`config.mk`:
```
export PLATFORM = sky130hd
export DESIGN_NAME = mmio_io_ctrl_flat
export DESIGN_NICKNAME = d
export VERILOG_FILES = /design/src/rtl/mmio_io_ctrl_pkg.sv /design/src/rtl/mmio_io_ctrl_if.sv /design/src/rtl/mmio_io_ctrl_sseg_scanner.sv /design/src/rtl/mmio_io_ctrl.sv /design/src/flat_wrapper.sv
export SDC_FILE = /design/constraint.sdc
export NUM_CORES = 1
export LEC_CHECK = 0
export ABC_AREA = 1
export BUFFER_PORTS_ARGS = -buffer_cell sky130_fd_sc_hd__buf_2
export CAP_MARGIN = 20
export CELL_PAD_IN_SITES_DETAIL_PLACEMENT = 0
export CELL_PAD_IN_SITES_GLOBAL_PLACEMENT = 1
export CORE_MARGIN = 5
export CORE_UTILIZATION = 45
export DETAILED_ROUTE_END_ITERATION = 6
export HOLD_SLACK_MARGIN = 0.1
export PLACE_DENSITY = 0.85
export SYNTH_ARGS = -nofsm -noshare
export SYNTH_HDL_FRONTEND = slang
export SYNTH_SLANG_ARGS = --single-unit
```
`constraint.sdc`:
```
create_clock -name clk -period 3.4 [get_ports clk]
set_input_delay 0.85 -clock clk [delete_from_list [all_inputs] [get_ports clk]]
set_output_delay 0.85 -clock clk [all_outputs]
set_load 0.02 [all_outputs]
```
`src/rtl/mmio_io_ctrl_pkg.sv`:
```
// Shared constants, register decode and helpers for the switch/LED/seven-segment MMIO block.
// Word addresses, byte-lane merge and the active-low hex glyph table live here.
package mmio_io_ctrl_pkg;

  localparam int DATA_WIDTH = 32;
  localparam int DATA_BYTES = DATA_WIDTH / 8;
  localparam int WORD_ALIGN = 2;

  localparam logic [DATA_WIDTH-1:0] SWITCH_BASE_ADDR = 32'h0000_2000;
  localparam logic [DATA_WIDTH-1:0] LED_BASE_ADDR    = 32'h0000_2004;
  localparam logic [DATA_WIDTH-1:0] SSEG_BASE_ADDR   = 32'h0000_2008;

  typedef enum logic [1:0] {
    IO_SWITCH = 2'd0,
    IO_LED    = 2'd1,
    IO_SSEG   = 2'd2,
    IO_NONE   = 2'd3
  } io_reg_e;

  // Byte offset bits are ignored: any byte address inside a word selects that word.
  function automatic io_reg_e decode_word(input logic [DATA_WIDTH-1:WORD_ALIGN] word);
    if (word == SWITCH_BASE_ADDR[DATA_WIDTH-1:WORD_ALIGN]) return IO_SWITCH;
    if (word == LED_BASE_ADDR[DATA_WIDTH-1:WORD_ALIGN])    return IO_LED;
    if (word == SSEG_BASE_ADDR[DATA_WIDTH-1:WORD_ALIGN])   return IO_SSEG;
    return IO_NONE;
  endfunction

  function automatic logic [DATA_WIDTH-1:0] be_merge(input logic [DATA_WIDTH-1:0] old_v,
                                                     input logic [DATA_WIDTH-1:0] new_v,
                                                     input logic [DATA_BYTES-1:0] be);
    logic [DATA_WIDTH-1:0] r;
    r = old_v;
    for (int b = 0; b < DATA_BYTES; b++) begin
      if (be[b]) r[b*8 +: 8] = new_v[b*8 +: 8];
    end
    return r;
  endfunction

  // Segment order {g,f,e,d,c,b,a}, a 0 lights the segment.
  function automatic logic [6:0] hex_to_sseg(input logic [3:0] h);
    logic [6:0] s;
    case (h)
      4'h0: s = 7'h40;
      4'h1: s = 7'h79;
      4'h2: s = 7'h24;
      4'h3: s = 7'h30;
      4'h4: s = 7'h19;
      4'h5: s = 7'h12;
      4'h6: s = 7'h02;
      4'h7: s = 7'h78;
      4'h8: s = 7'h00;
      4'h9: s = 7'h10;
      4'hA: s = 7'h08;
      4'hB: s = 7'h03;
      4'hC: s = 7'h46;
      4'hD: s = 7'h21;
      4'hE: s = 7'h06;
      default: s = 7'h0E;
    endcase
    return s;
  endfunction

endpackage

```
`src/rtl/mmio_io_ctrl_if.sv`:
```
// Request/completion bus between the memory controller's I/O decode and the I/O slave.
// The master issues one request per io_sel cycle; the slave answers with a one-cycle io_ready.
interface mmio_io_ctrl_if;
  import mmio_io_ctrl_pkg::*;

  logic                  io_sel;
  logic                  io_we;
  logic [DATA_WIDTH-1:0] io_addr;
  logic [DATA_WIDTH-1:0] io_wdata;
  logic [DATA_BYTES-1:0] io_be;
  logic [DATA_WIDTH-1:0] io_rdata;
  logic                  io_ready;
  logic                  io_err;

  modport master (
    output io_sel, io_we, io_addr, io_wdata, io_be,
    input  io_rdata, io_ready, io_err
  );

  modport slave (
    input  io_sel, io_we, io_addr, io_wdata, io_be,
    output io_rdata, io_ready, io_err
  );
endinterface

```
`src/rtl/mmio_io_ctrl_sseg_scanner.sv`:
```
// Time-multiplexes a 32-bit hex word onto NUM_DIGITS seven-segment digits.
// Anode and segment outputs are registered and track sseg_i every cycle, not only on digit change.
module mmio_io_ctrl_sseg_scanner
  import mmio_io_ctrl_pkg::*;
#(
  parameter int NUM_DIGITS  = 8,
  parameter int SCAN_CYCLES = 100_000
) (
  input  logic                  clk,
  input  logic                  rst_n,
  input  logic [DATA_WIDTH-1:0] sseg_i,
  output logic [NUM_DIGITS-1:0] an_n_o,
  output logic [6:0]            seg_n_o
);

  localparam int CNT_W = (SCAN_CYCLES > 1) ? $clog2(SCAN_CYCLES) : 1;

  logic [CNT_W-1:0]      cnt_q, cnt_d;
  logic [2:0]            idx_q, idx_d;
  logic [NUM_DIGITS-1:0] an_n_q, an_n_d;
  logic [6:0]            seg_n_q, seg_n_d;
  logic                  wrap;

  assign wrap = (cnt_q == CNT_W'(SCAN_CYCLES - 1));

  always_comb begin
    cnt_d = wrap ? '0 : cnt_q + 1'b1;
    idx_d = idx_q;
    if (wrap) idx_d = (idx_q == 3'(NUM_DIGITS - 1)) ? 3'd0 : idx_q + 3'd1;
    an_n_d  = ~(NUM_DIGITS'(1) << idx_q);
    seg_n_d = hex_to_sseg(sseg_i[{idx_q, 2'b00} +: 4]);
  end

  always_ff @(posedge clk or negedge rst_n) begin
    if (!rst_n) begin
      cnt_q   <= '0;
      idx_q   <= 3'd0;
      an_n_q  <= '1;
      seg_n_q <= 7'h7F;
    end else begin
      cnt_q   <= cnt_d;
      idx_q   <= idx_d;
      an_n_q  <= an_n_d;
      seg_n_q <= seg_n_d;
    end
  end

  assign an_n_o  = an_n_q;
  assign seg_n_o = seg_n_q;

endmodule

```
`src/rtl/mmio_io_ctrl.sv`:
```
// MMIO slave for the SWITCH, LED and SSEG words: bus registers, switch debounce and display scan.
// Every sampled request completes exactly one cycle later; writes are visible to the next request.
module mmio_io_ctrl
  import mmio_io_ctrl_pkg::*;
#(
  parameter int NUM_SWITCHES    = 16,
  parameter int NUM_LEDS        = 16,
  parameter int NUM_DIGITS      = 8,
  parameter int SCAN_CYCLES     = 100_000,
  parameter int DEBOUNCE_CYCLES = 500_000
) (
  input  logic                    clk,
  input  logic                    rst_n,
  mmio_io_ctrl_if.slave           bus,
  input  logic [NUM_SWITCHES-1:0] sw_in,
  output logic [NUM_LEDS-1:0]     led_out,
  output logic [NUM_DIGITS-1:0]   an_n,
  output logic [6:0]              seg_n,
  output logic                    dp_n
);

  localparam int DB_W = (DEBOUNCE_CYCLES > 1) ? $clog2(DEBOUNCE_CYCLES) : 1;

  logic [NUM_LEDS-1:0]     led_q, led_d;
  logic [DATA_WIDTH-1:0]   sseg_q, sseg_d;
  logic [DATA_WIDTH-1:0]   rdata_q, rdata_d;
  logic                    ready_q, ready_d;
  logic                    err_q, err_d;
  logic [DATA_WIDTH-1:0]   led_full;
  io_reg_e                 reg_sel;

  logic [NUM_SWITCHES-1:0] sync1_q, sync2_q;
  logic [NUM_SWITCHES-1:0] samp_q, samp_d;
  logic [NUM_SWITCHES-1:0] sw_stable_q, sw_stable_d;
  logic [NUM_SWITCHES-1:0] agree;
  logic [DB_W-1:0]         db_cnt_q, db_cnt_d;
  logic                    tick;

  logic                    unused_bits;

  assign reg_sel  = decode_word(bus.io_addr[DATA_WIDTH-1:WORD_ALIGN]);
  assign led_full = be_merge(DATA_WIDTH'(led_q), bus.io_wdata, bus.io_be);

  // Write completions and errors return zero data; reads return the register seen this cycle.
  always_comb begin
    led_d   = led_q;
    sseg_d  = sseg_q;
    rdata_d = rdata_q;
    ready_d = bus.io_sel;
    err_d   = 1'b0;
    if (bus.io_sel) begin
      rdata_d = '0;
      case (reg_sel)
        IO_SWITCH: begin
          if (bus.io_we) err_d = 1'b1;
          else           rdata_d = DATA_WIDTH'(sw_stable_q);
        end
        IO_LED: begin
          if (bus.io_we) led_d = led_full[NUM_LEDS-1:0];
          else           rdata_d = DATA_WIDTH'(led_q);
        end
        IO_SSEG: begin
          if (bus.io_we) sseg_d = be_merge(sseg_q, bus.io_wdata, bus.io_be);
          else           rdata_d = sseg_q;
        end
        default: err_d = 1'b1;
      endcase
    end
  end

  always_ff @(posedge clk or negedge rst_n) begin
    if (!rst_n) begin
      led_q   <= '0;
      sseg_q  <= '0;
      rdata_q <= '0;
      ready_q <= 1'b0;
      err_q   <= 1'b0;
    end else begin
      led_q   <= led_d;
      sseg_q  <= sseg_d;
      rdata_q <= rdata_d;
      ready_q <= ready_d;
      err_q   <= err_d;
    end
  end

  // A bit only moves when two consecutive tick samples agree, so glitches shorter
  // than one tick period can never reach sw_stable.
  assign tick  = (db_cnt_q == DB_W'(DEBOUNCE_CYCLES - 1));
  assign agree = ~(sync2_q ^ samp_q);

  always_comb begin
    db_cnt_d    = tick ? '0 : db_cnt_q + 1'b1;
    samp_d      = tick ? sync2_q : samp_q;
    sw_stable_d = sw_stable_q;
    if (tick) sw_stable_d = (sw_stable_q & ~agree) | (sync2_q & agree);
  end

  always_ff @(posedge clk or negedge rst_n) begin
    if (!rst_n) begin
      sync1_q     <= '0;
      sync2_q     <= '0;
      samp_q      <= '0;
      sw_stable_q <= '0;
      db_cnt_q    <= '0;
    end else begin
      sync1_q     <= sw_in;
      sync2_q     <= sync1_q;
      samp_q      <= samp_d;
      sw_stable_q <= sw_stable_d;
      db_cnt_q    <= db_cnt_d;
    end
  end

  mmio_io_ctrl_sseg_scanner #(
    .NUM_DIGITS  (NUM_DIGITS),
    .SCAN_CYCLES (SCAN_CYCLES)
  ) u_scanner (
    .clk     (clk),
    .rst_n   (rst_n),
    .sseg_i  (sseg_q),
    .an_n_o  (an_n),
    .seg_n_o (seg_n)
  );

  assign bus.io_rdata = rdata_q;
  assign bus.io_ready = ready_q;
  assign bus.io_err   = err_q;
  assign led_out      = led_q;
  assign dp_n         = 1'b1;

  assign unused_bits = ^{bus.io_addr[WORD_ALIGN-1:0], led_full};

endmodule

```
`src/flat_wrapper.sv`:
```
// flat-port wrapper written by rule: the top's interface ports become plain ports
module mmio_io_ctrl_flat import mmio_io_ctrl_pkg::*;
#(
  parameter int NUM_SWITCHES    = 16,
  parameter int NUM_LEDS        = 16,
  parameter int NUM_DIGITS      = 8,
  parameter int SCAN_CYCLES     = 100_000,
  parameter int DEBOUNCE_CYCLES = 500_000
)
  (clk, rst_n, sw_in, led_out, an_n, seg_n, dp_n, bus_io_sel, bus_io_we, bus_io_addr, bus_io_wdata, bus_io_be, bus_io_rdata, bus_io_ready, bus_io_err);
  mmio_io_ctrl_if bus_i ();
  input  logic clk;
  input  logic rst_n;
  input  logic [NUM_SWITCHES-1:0] sw_in;
  output logic [NUM_LEDS-1:0] led_out;
  output logic [NUM_DIGITS-1:0] an_n;
  output logic [6:0] seg_n;
  output logic dp_n;
  input wire logic [$bits(bus_i.io_sel)-1:0] bus_io_sel;
  input wire logic [$bits(bus_i.io_we)-1:0] bus_io_we;
  input wire logic [$bits(bus_i.io_addr)-1:0] bus_io_addr;
  input wire logic [$bits(bus_i.io_wdata)-1:0] bus_io_wdata;
  input wire logic [$bits(bus_i.io_be)-1:0] bus_io_be;
  output wire logic [$bits(bus_i.io_rdata)-1:0] bus_io_rdata;
  output wire logic [$bits(bus_i.io_ready)-1:0] bus_io_ready;
  output wire logic [$bits(bus_i.io_err)-1:0] bus_io_err;
  assign bus_i.io_sel = bus_io_sel;
  assign bus_i.io_we = bus_io_we;
  assign bus_i.io_addr = bus_io_addr;
  assign bus_i.io_wdata = bus_io_wdata;
  assign bus_i.io_be = bus_io_be;
  assign bus_io_rdata = bus_i.io_rdata;
  assign bus_io_ready = bus_i.io_ready;
  assign bus_io_err = bus_i.io_err;
  mmio_io_ctrl #(.NUM_SWITCHES(NUM_SWITCHES), .NUM_LEDS(NUM_LEDS), .NUM_DIGITS(NUM_DIGITS), .SCAN_CYCLES(SCAN_CYCLES), .DEBOUNCE_CYCLES(DEBOUNCE_CYCLES)) u_core (.clk(clk), .rst_n(rst_n), .bus(bus_i), .sw_in(sw_in), .led_out(led_out), .an_n(an_n), .seg_n(seg_n), .dp_n(dp_n));
endmodule
```
Word-level counts from Yosys, hierarchy flattened
Memories as Yosys holds them, arrays and structs flattened. A register that Yosys moved wholly into a read port is not among the register bits.
Index checks and enable logic that the tools add are counted.
{"block": "word_totals", "ff_bits": 193, "rom_bits": 112, "out_inout_bits": 66, "word_cells": 69, "n_memories": 1}
{"name": "(name not given)", "depth": 16, "word_bits": 7, "rd": 1, "rd_clocked_by_memory_dff": 1, "wr": 0, "line": "mmio_io_ctrl_pkg.sv:42", "text": "case (h)"}
{"block": "classes", "addsub": 3, "n_eq_ne": 8, "shift": 2, "mux": 22, "n_bitwise": 7, "n_reduce_logical": 9}
{"cell": "case mux 32 bit (3 select lines)", "n": 1}
{"cell": "equality test 30 x 12 -> 1 bit (second input constant)", "n": 3}
{"cell": "bitwise AND 16 bit", "n": 2}
{"cell": "2-to-1 mux 16 bit", "n": 2}
{"cell": "2-to-1 mux 32 bit", "n": 1}
{"cell": "inverter 16 bit", "n": 2}
{"cell": "indexed part select 32 x 6 -> 4 bit", "n": 1}
{"cell": "AND reduction 4 bit", "n": 6}
{"cell": "adder 19 x 1 -> 19 bit (second input constant)", "n": 1}
{"cell": "equality test 19 bit (second input constant)", "n": 1}
{"cell": "2-to-1 mux 19 bit", "n": 1}
{"cell": "adder 17 x 1 -> 17 bit (second input constant)", "n": 1}
{"cell": "equality test 17 bit (second input constant)", "n": 1}
{"cell": "2-to-1 mux 17 bit", "n": 1}
{"cell": "bitwise OR 16 bit", "n": 1}
{"cell": "bitwise XOR 16 bit", "n": 1}
{"cell": "2-to-1 mux 2 bit", "n": 6}
{"cell": "2-to-1 mux 1 bit", "n": 8}
{"cell": "inverter 8 bit", "n": 1}
{"cell": "left shift 1 x 3 -> 8 bit (first input constant)", "n": 1}
{"cell": "adder 3 x 1 -> 3 bit (second input constant)", "n": 1}
{"cell": "equality test 3 bit (second input constant)", "n": 1}
{"cell": "2-to-1 mux 3 bit", "n": 1}
{"cell": "equality test 2 x 1 -> 1 bit (second input constant)", "n": 1}
{"cell": "5 further kinds", "n": 5}

Longest topological paths before layout
{"block": "depth", "word_depth": 12, "depth_mapped": 13, "ltp_nobuf": 11}

Modules after synthesis
Synthesis repeated with hierarchy kept, for this count alone.
{"block": "unflattened", "cells_unflattened": 1266, "area_unflattened_um2": 9872.0}
{"module": "mmio_io_ctrl", "n_inst": 1, "cells_per_inst": 966, "area_per_inst_um2": 7618.6}
{"module": "mmio_io_ctrl_sseg_scanner", "n_inst": 1, "cells_per_inst": 300, "area_per_inst_um2": 2253.4}

Worst setup path after synthesis
OpenSTA, ideal clock, no wires.
{"block": "synth_timing", "path_type": "in2reg", "startpoint": "in bus_io_addr[30]", "endpoint": "reg u_core.sseg_q[0]", "setup_time_ns": 0.118, "arrival_time_ns": 1.968, "required_time_ns": 3.282, "setup_slack_ns": 1.314, "cell_stages": 11, "cell_sequence": "inv_1 -> nand2_1 -> nor2_1 -> nand2_1 -> nor2_1 -> nand2_1 -> nor2_4 -> buf_6 -> nand2_4 -> nand2_1 -> nand2_1"}
{"block": "synth_via", "elab_chain_len": 9, "elab_cells_between_ends": 16, "cone_classes": "4 x eq/ne; 11 x mux; 1 x reduce/logical"}
{"element": "from (decl)", "line": "flat_wrapper.sv:21", "text": "input wire logic [$bits(bus_i.io_addr)-1:0] bus_io_addr;"}
{"element": "equality test 30 x 12 -> 1 bit", "line": "mmio_io_ctrl_pkg.sv:24", "text": "if (word == SSEG_BASE_ADDR[DATA_WIDTH-1:WORD_ALIGN]) return IO_SSEG;"}
{"element": "2-to-1 mux 1 bit (2 in series)", "line": "mmio_io_ctrl_pkg.sv:24"}
{"element": "2-to-1 mux 1 bit", "line": "mmio_io_ctrl_pkg.sv:23", "text": "if (word == LED_BASE_ADDR[DATA_WIDTH-1:WORD_ALIGN]) return IO_LED;"}
{"element": "2-to-1 mux 2 bit", "line": "mmio_io_ctrl_pkg.sv:25", "text": "return IO_NONE;"}
{"element": "2-to-1 mux 2 bit", "line": "mmio_io_ctrl_pkg.sv:24"}
{"element": "2-to-1 mux 2 bit (*)", "line": "mmio_io_ctrl_pkg.sv:23"}
{"element": "equality test 2 bit (*)", "line": "mmio_io_ctrl.sv:53", "text": "case (reg_sel)"}
{"element": "AND reduction 4 bit (no source line) (*)"}
{"element": "to (signal assigned)", "line": "mmio_io_ctrl.sv:80", "text": "sseg_q <= sseg_d;"}
{"element": "to (decl)", "line": "mmio_io_ctrl.sv:25", "text": "logic [DATA_WIDTH-1:0] sseg_q, sseg_d;"}
Mark *: on every way between the ends. The rest lies on a longest branch, timed or not. The select of a mux whose other input is x is not followed.
A chain may end at the register's enable or synchronous reset.

Final worst setup path
{"block": "layout_timing", "startpoint": "reg u_core.u_scanner.idx_q[0]", "endpoint": "reg u_core.u_scanner.seg_n_q[5] (netlist: u_core.u_scanner.seg_n_o[5])"}
{"block": "layout_via", "elab_chain_len": 1}
{"element": "from (decl)", "line": "mmio_io_ctrl_sseg_scanner.sv:19", "text": "logic [2:0] idx_q, idx_d;"}
{"element": "from (signal assigned)", "line": "mmio_io_ctrl_sseg_scanner.sv:42", "text": "idx_q <= idx_d;"}
{"element": "indexed part select 32 x 6 -> 4 bit", "line": "mmio_io_ctrl_sseg_scanner.sv:31", "text": "seg_n_d = hex_to_sseg(sseg_i[{idx_q, 2'b00} +: 4]);"}
{"element": "to (decl)", "line": "mmio_io_ctrl_sseg_scanner.sv:21", "text": "logic [6:0] seg_n_q, seg_n_d;"}
No other way between the ends.

==> results.md <==
* N_diodes at 0
* RSZ-0062 raised after global routing: false
* Num CTS Buffers at 17
* GRT Overall Usage at roughly 20%
* Starting Density at between 40% and 50%
* Min cycle time layout at around 2400 ps
* DRC Markers at 0
* Chip height at about 160 um
* Synth Area per Inst at roughly 8 sq um
* Area contributors post-synth: dfrtp_1, nand2_1, nand3_1
* Clk_skew at around 10 ps
* Post-CTS Setup Inserts at 0
* R2R setup slack at between 1000 and 1500 ps
* CP required at roughly 3800 ps
* Detailed Place HPWL at between 15 and 20 mm
* Reg power frac at about half
* CP delay by family, top: simple AND/OR/NAND/NOR gates
* Share of the yosys chip area belonging to registers at 53.1%
* H-tree levels at 4
* R2r startpoint: u_core.u_scanner.idx_q[0]
* Number of global-route vias before repair at 7,680
* Max clock buf depth at 2
* Mapped Cells at approximately 1,200
* TritonRoute pass-1 iters at 5
* Wire per inst at 14.8 um
* WP buf/inv at 2
* Initial DRC Count at 459
* Hold_sp: u_core.sync1_q[15]
* Setup_tns at 0 ps
* R2R depth at 10
* Combinational fraction of design power at 3.5%
* Largest net degree at the start of global routing at 84
* Placer Congestion at between 0.8 and 0.9
* Cell breakdown of the critical path: inv_1 > o21ai_0 > nand3_1 > nand2_1 > inv_1 > ha_1 > nand3_1 > nand2_1 > nand2_1 > nand2_1
* Flops & latches, synth at 200
* CP Class: reg -> reg
* Top-level I/O count at between 150 and 200
* Drt via density at about 5.0
* FP Rows at between 50 and 60
* Tot Pwr at around 4700 uW
* Width of the die at between 150 and 200 um
* Post-synth ARST share at 100%
* Syn nets at around 1,300
* Maximum VDD drop at around 340 uV
* Worst setup SP type: flip-flop
* Crit share post-route at a little over 70%
* Root buf cell: clkbuf_16
* Crit path DAT at approximately 2800 ps
* Number of synthesized flops with an enable pin at 0
* Initial antenna violation count at 2
* Internal power at about 3600 uW
* Final setup vio count at 0
* GRT Residual Overflow at 0
* Critical path's slowest cell: dfrtp_1
* Relative slew margins at 42.1%
* Hold Path Stages at 0
* CP max FO at 13
* Syn-to-layout area delta at 17.8%
* Sw frac at a little under a quarter
* CTS tree: built
* Buffers on Ports at 150
* P_sw at 1120 uW
* Die ar. at roughly 24,000 sq um
* Via Count at ~8,000
* Worst Hold Class: reg -> reg
* First-pass GRT wire length at 39.0 mm
* Layout cells sized above 1 at a little under a fifth
* Hold endpoint: u_core.sync2_q[15]
* Static Leakage at ~0.0059 uW
* Post-cts resize count at 0
* Max incr delay on CP at 650 ps
* Setup crit start: u_core.u_scanner.idx_q[0]
* Ys flop type: dfrtp_1
* Status: complete, no violations
* Placeable Area at 20,900 sq um
* Hold Buf Count CTS at 0
* Final hold vios at 0
* Worst-skew pair later-pin latency at 440 ps
* Synthesized area at approximately 9500 sq um
* CTS Sinks at 200
* Synthesis Warnings at 0
* Maxcap violations at 0
* Cell mode on critical path: nand2_1
* Top-area cell type share of the netlist area at 48.9%
* Wirelength, routed at roughly 24 mm
* Post-Place Worst Slack at 695 ps
* Max Freq at approximately 0.42 GHz
* Post-route worst setup slack at 1010 ps
* Worst-path clk slew at roughly 80 ps
* Top post-synthesis cells by count: nand2_1, dfrtp_1, nor2_1, nand3_1, inv_1
* Slew @ Worst Pin at roughly 860 ps
* Count leader, synth: nand2_1
* # fillers at 2,032
* Unique masters post-synth at 35
* Fin. max-slew vios at 0
* Clock network power share at 45.2%
* Worst r2r dst: u_core.u_scanner.seg_n_o[5]
* Power Density at ~420 nW/um^2
* Final ANT Viol Nets at 0
* Largest area contributor in the netlist: dfrtp_1
* CP endpoint kind: flip-flop
* Nets at ~1,400
-- metrics by stage --
stage | hold WS [ps] | util (%) | cells | instance area [sq um]
3_5_place_dp | 336 | 50.4 | 1570 | 10500
4_1_cts | 353 | 53.4 | 1602 | 11200
2_1_floorplan | 331 | - | 1165 | 9470
5_1_grt | 358 | 53.4 | 1602 | 11200
3_3_place_gp | 333 | 50.4 | 1570 | 10500
6_report | 352 | 53.4 | 1602 | 11200
-- worst reg2reg max path, cell delays in order (launching register included) --
cell	delay, ps
dfrtp_1	650
inv_1	340
o21ai_0	330
nand3_1	110
nand2_1	230
inv_1	130
ha_1	230
nand3_1	140
nand2_1	70
nand2_1	50
nand2_1	60
-- worst max-delay path by stage --
| stage | depth (start not counted) | slack, ps | end |
|---|---|---|---|
| floorplan | 11 | 1310 | u_core.sseg_q[0] |
| global placement | 12 | 740 | u_core.sseg_q[2] |
| detailed placement | 12 | 700 | u_core.sseg_q[13] |
| CTS | 10 | 1020 | u_core.u_scanner.seg_n_o[5] |
| global route | 10 | 710 | u_core.u_scanner.seg_n_o[5] |
| finish | 10 | 1010 | u_core.u_scanner.seg_n_o[5] |
-- kinds of logic (layout without fill, tap and decap cells) --
family,count (synthesis),after routing,share of synthesized area (%)
compound gates,63,63,4.11
flops,200,200,53.1
fa+ha+maj,14,14,1.85
other cells,1,1,0.0396
xor+xnor,19,19,1.76
buf+inv,180,342,7.76
simple gates,688,688,31.4
-- layout make-up --
cell class | instances | area [sq um] | share of cell area, %
flip-flops and latches | 200 | 5020 | 45.1
multi-input cells | 785 | 3720 | 33.3
repair buffers | 167 | 900 | 8.07
inverters | 143 | 537 | 4.81
clock buffers | 17 | 425 | 3.82
well taps | 275 | 344 | 3.09
clock inverters | 15 | 204 | 1.83
-- state kept, by name, indices dropped and copies added (netlist names), 3 cells and up, named ones only --
signal	cells
u_core.bus.io_rdata	32
u_core.db_cnt_q	19
u_core.led_out	16
u_core.samp_q	16
u_core.sseg_q	32
u_core.sync1_q	16
u_core.sync2_q	16
u_core.u_scanner.an_n_o	8
u_core.u_scanner.cnt_q	17
u_core.u_scanner.idx_q	3
u_core.u_scanner.seg_n_o	7
-- routing by layer --
metal	part of all wire, %	track usage (%)
met5	0.080	0
met3	6.1	4.59
met4	0.86	4.50
met1	47	28.8
met2	46	31.6
-- power by group through the flow --
| stage | logic [uW] | registers (uW) | clock network [uW] |
|---|---|---|---|
| 2_1_floorplan | 41.8 | 2450 | 0 |
| 3_3_place_gp | 166 | 2450 | 0 |
| 3_5_place_dp | 167 | 2460 | 0 |
| 4_1_cts | 168 | 2410 | 2180 |
| 5_1_grt | 188 | 2410 | 2280 |
| 6_report | 163 | 2410 | 2120 |
-- placed cells by master (no fill, tap or decap), drive strengths merged, types with 5 or more instances in the layout --
master | synthesis | layout
xor2 | 17 | 17
ha | 14 | 14
clkbuf | 18 | 18
o21ai | 36 | 36
nor2 | 172 | 172
nor3 | 18 | 18
dfstp | 15 | 15
clkinv | 6 | 10
o211ai | 5 | 5
o2111ai | 16 | 16
a21oi | 5 | 5
nor4 | 5 | 5
nand2 | 323 | 323
nand3 | 157 | 157
inv | 137 | 144
dfrtp | 185 | 185
nand4 | 11 | 11
buf | 19 | 166
No activity file was read; power rests on OpenSTA's default activity.
